File: config.mk
export PLATFORM = sky130hd
export DESIGN_NAME = mux_2to1
export DESIGN_NICKNAME = d
export VERILOG_FILES = /design/src/rtl/mux_2to1.sv
export SDC_FILE = /design/constraint.sdc
export NUM_CORES = 1
export LEC_CHECK = 0
export CAP_MARGIN = 20
export CORE_MARGIN = 4
export CORE_UTILIZATION = 28
export DETAILED_ROUTE_END_ITERATION = 10
export GPL_TIMING_DRIVEN = 1
export SLEW_MARGIN = 20
export SYNTH_ARGS = -nofsm -noshare
export SYNTH_HDL_FRONTEND = slang
export SYNTH_SLANG_ARGS = --single-unit
File: constraint.sdc
create_clock -name clk -period 4.5 [get_ports clk]
set_clock_uncertainty 0.15 [all_clocks]
set_input_delay 0.45 -clock clk [delete_from_list [all_inputs] [get_ports clk]]
set_output_delay 0.45 -clock clk [all_outputs]
set_load 0.01 [all_outputs]
File: src/rtl/mux_2to1.sv
// mux_2to1: 2:1 selector with registered copy and select-change monitoring
// Ports:
//   clk      rising-edge clock for all registers
//   rst_n    asynchronous active-low reset
//   D0, D1   data legs chosen by Sel=0 / Sel=1
//   Sel      select
//   out      combinational Sel ? D1 : D0
//   out_r    out registered on clk
//   sel_chg  one-cycle pulse when sampled Sel differs from the previous sample
//   chg_cnt  saturating count of sel_chg pulses
module mux_2to1 #(
    parameter int WIDTH = 1,
    parameter int CNT_W = 8
) (
    input  logic             clk,
    input  logic             rst_n,
    input  logic [WIDTH-1:0] D0,
    input  logic [WIDTH-1:0] D1,
    input  logic             Sel,
    output logic [WIDTH-1:0] out,
    output logic [WIDTH-1:0] out_r,
    output logic             sel_chg,
    output logic [CNT_W-1:0] chg_cnt
);
    logic sel_q;
    assign out = Sel ? D1 : D0;
    // sel_q resets to 0, so a Sel=1 at the first edge after release counts as a change
    always_ff @(posedge clk or negedge rst_n) begin
        if (!rst_n) begin
            out_r   <= '0;
            sel_q   <= 1'b0;
            sel_chg <= 1'b0;
            chg_cnt <= '0;
        end else begin
            out_r   <= out;
            sel_q   <= Sel;
            sel_chg <= Sel != sel_q;
            if (sel_chg && chg_cnt != '1)
                chg_cnt <= chg_cnt + CNT_W'(1);
        end
    end
endmodule

Yosys cells after proc, flatten, opt, wreduce, memory -nomap -nowiden
Cells that the tools add are included.

Bits in registers: 11. Logic and storage cells: 9.

Add/sub/neg operators: 1. Reductions and logical operators: 1. Mux-type cells: 1. Eq/ne operators: 2.

Operators with widths (count): $add A8 B1 Y8 const B (1); $ne A8 B8 Y1 const B (1); $logic_and A1 B1 Y1 (1); $mux W1 (1); $ne A1 B1 Y1 (1).

Logic depth before layout (Yosys ltp)
Depth after elaboration: 2. Depth in mapped cells: 4. Mapped depth without buffers: 4.

Worst setup path after synthesis
No wires, ideal clock.

Path kind: flip-flop to flip-flop. Start point: reg chg_cnt[0]. End point: reg chg_cnt[6]. Path slack: 3001 ps. Data required time: 4225 ps. Stages on the path, launching flop included: 5. Buffers on the path: 0. Arrival: 1224 ps. Cells stage by stage: dfrtp_1 -> ha_1 -> and2_1 -> nand3_1 -> mux2_4.

Longest elaborated chain between the ends: 2. Elaborated cells between the ends (all ways): 3. Those cells by class: add/sub: 1; eq/ne: 1; reduce/logical: 1.

Ends and longest elaborated chain: start: declaration (line 23) `output logic [CNT_W-1:0] chg_cnt`; start signal: assignment (line 39) `chg_cnt <= chg_cnt + CNT_W'(1);`; branches (longest 2 deep; another with $add A8 B1 Y8).

Parallel ways; which one is timed is not known. A chain may end at the register's enable or synchronous reset.

Worst setup path in the final report
Start point: in Sel. End point: out out.

Longest elaborated chain between the ends: 1.

Ends and longest elaborated chain: start: declaration (line 19) `input logic Sel,`; $mux W1 (line 26) `assign out = Sel ? D1 : D0;`; end: declaration (line 20) `output logic [WIDTH-1:0] out,`.

Every way passes these cells.

==> reports/results.tsv <==
metric	value	unit
worst hold slack	289.4	ps
CTS hold repair buffers	0	
top layer in use	met4	
diode count	0	
Setup CP Type	primary input to primary output	
max capacitance violation total	0	
initial antenna violation count	0	
ys async rst share	100.0	%
M1 WL	423	um
Main synth FF type	dfrtp_1	
Clock Pin Slew Worst Setup and Hold Paths	70	ps
clock root cell	clkbuf_4	
WL final	908	um
All-Layer GR Usage	8.428	%
Leak	0.2830	nW
gr ovfl total	0	
Finished Layout Cells	82	
CTS Buf Count	3	
RSZ-0062 raised after global routing	false	
wire per inst	11.07	um
Place WS	2103	ps
mean post-synth cell area	12.67	um^2
Final period util	53.17	%
status	completed	
Setup-failing EPs final	0	
Die H	50.01	um
sequential fraction of the synthesis area	55.70	%
post-route setup slack	2108	ps
IO Port Bufs	15	
via/cell ratio	4.598	
number of flops mapped to enable cells by yosys	0	
Post-DP HPWL	711.5	um
Max Clk Rate	0.4180	GHz
share of post-route cells with drive strength above 1	12.07	%
DR WL met3	91	um
Slew HR	67.17	%
Starting Density	31.00	%
die area	0.002501	mm^2
Worst Tran Pin Value	490.9	ps
clock sinks	11	
Mapped Area	494.2	um^2
Cells after DPL	78	
# DRC	0	
CTS tree	yes	
fin crit period	2392	ps
ANT nets after route	0	
Peak supply drop	0.0002790	V
post-cts sizing count	0	
Final Net Count	65	
DR WL met2	383	um
initial detailed-routing violation count	2	
Synth Instances	39	
Synth Net Count	45	
Area growth syn-to-layout	42.03	%
num ports	16	
H-tree Lvls	1	
Unique masters post-synth	20	
setup TNS	0	ps
routability cong.	0.7179	
Hold Fails Final Rpt	0	
CP endpoint kind	primary output	
pwr dens	567.3	mW/mm^2
vias in the first global route	377	
type of the worst min-delay path	flop to flop	
first-pass detailed-route iteration total	3	
max-slew violations	0	
Yosys Warn Count	0	
FF+latch count, synth	11	
DIE WIDTH	50.01	um
clk_lat worst skew	270	ps
area of the core	0.001594	mm^2
largest net degree at the start of global routing	12	
Worst Path Arrival	1790	ps
CTS max path bufs	2	
critical path data required time	3900	ps
postcts setup bufs	0	
first-pass GRT wire length	1524	um
row count	14	
vias	377	
crit path max fanout	3	
Startpoint Class	primary input	
-- stage by stage --
step / utilization [%] / instance area, um^2 / power (mW)
after floorplan: - / 494.2 / 0.2477
after global placement: 42.31 / 674.4 / 0.3340
after CTS: 44.03 / 701.9 / 0.4055
final: 44.03 / 701.9 / 0.3982
after global routing: 44.03 / 701.9 / 0.4301
after detailed placement: 42.31 / 674.4 / 0.3374
-- worst paths after layout --
kind	startpoint	to	slack [ps]	depth (start not counted)
max	Sel	out	2110	3
min	sel_q	sel_chg	290	1
max reg2reg	chg_cnt[0]	chg_cnt[6]	2980	4
min reg2reg	sel_q	sel_chg	290	1
max in group asynchronous	rst_n	chg_cnt[6]	3510	1
min in group asynchronous	rst_n	sel_q	350	1
-- registers in the layout, indices dropped and copies added (netlist names) --
| signal | cells |
|---|---|
| sel_q | 1 |
| out_r | 1 |
| chg_cnt | 8 |
| sel_chg | 1 |
-- kinds of logic after synthesis --
kind of cell | Yosys count | share of synthesized area [%]
flops | 11 | 55.70
fa+ha+maj | 1 | 2.531
compound gates | 7 | 9.874
buf+inv | 1 | 0.7588
xor+xnor | 5 | 8.862
simple gates | 11 | 14.68
mux | 3 | 7.594
-- metal layers --
layer  track usage [%]  up-vias
li1                  -      183
met1             9.647      177
met2             11.52       15
met3             6.024        2
met4             4.147        0
met5                 0        -
-- report_power, final --
group | internal, mW | switching (mW) | leakage (nW)
Clock | 0.0329 | 0.0325 | 0.0177
Sequential | 0.133 | 0.0432 | 0.134
Combinational | 0.0974 | 0.0592 | 0.131
-- Yosys cell counts, drive strengths merged, types with 2 or more instances --
master | number | area, um^2
dfrtp | 11 | 275.3
mux2 | 3 | 37.53
and2 | 2 | 12.51
o21ai | 2 | 13.76
xnor2 | 3 | 26.28
xor2 | 2 | 17.52
a21oi | 2 | 10.01
nand3 | 4 | 20.02
-- worst max-delay path: stages --
cell	delay (ps)
clkdlybuf4s50_1	510
mux2_1	350
clkdlybuf4s50_1	490
-- cells in the final DEF (no fill, tap or decap) --
cell type	instances
clkinv_2	1
nor4b_1	1
clkdlybuf4s50_1	15
mux2_1	2
nand2_1	1
o211ai_1	1
inv_1	1
and4_1	1
o21ai_2	1
mux2_4	1
and2_1	2
a21oi_1	2
nand4_2	1
o21ai_1	1
dfrtp_1	11
ha_1	1
nand3_1	4
xor2_1	2
a31oi_1	1
and3_1	1
clkbuf_4	3
o2111a_1	1
xnor2_1	3
-- area by class of cell --
type | instances | area [um^2]
inverter | 1 | 3.754
fill | 155 | 892.1
clock buffer | 3 | 22.52
timing repair buffer | 15 | 150.1
sequential | 11 | 275.3
clock inverter | 1 | 5.005
multi-input combinational | 27 | 215.2
tap | 24 | 30.03
Power figures use the tool's default switching activity.
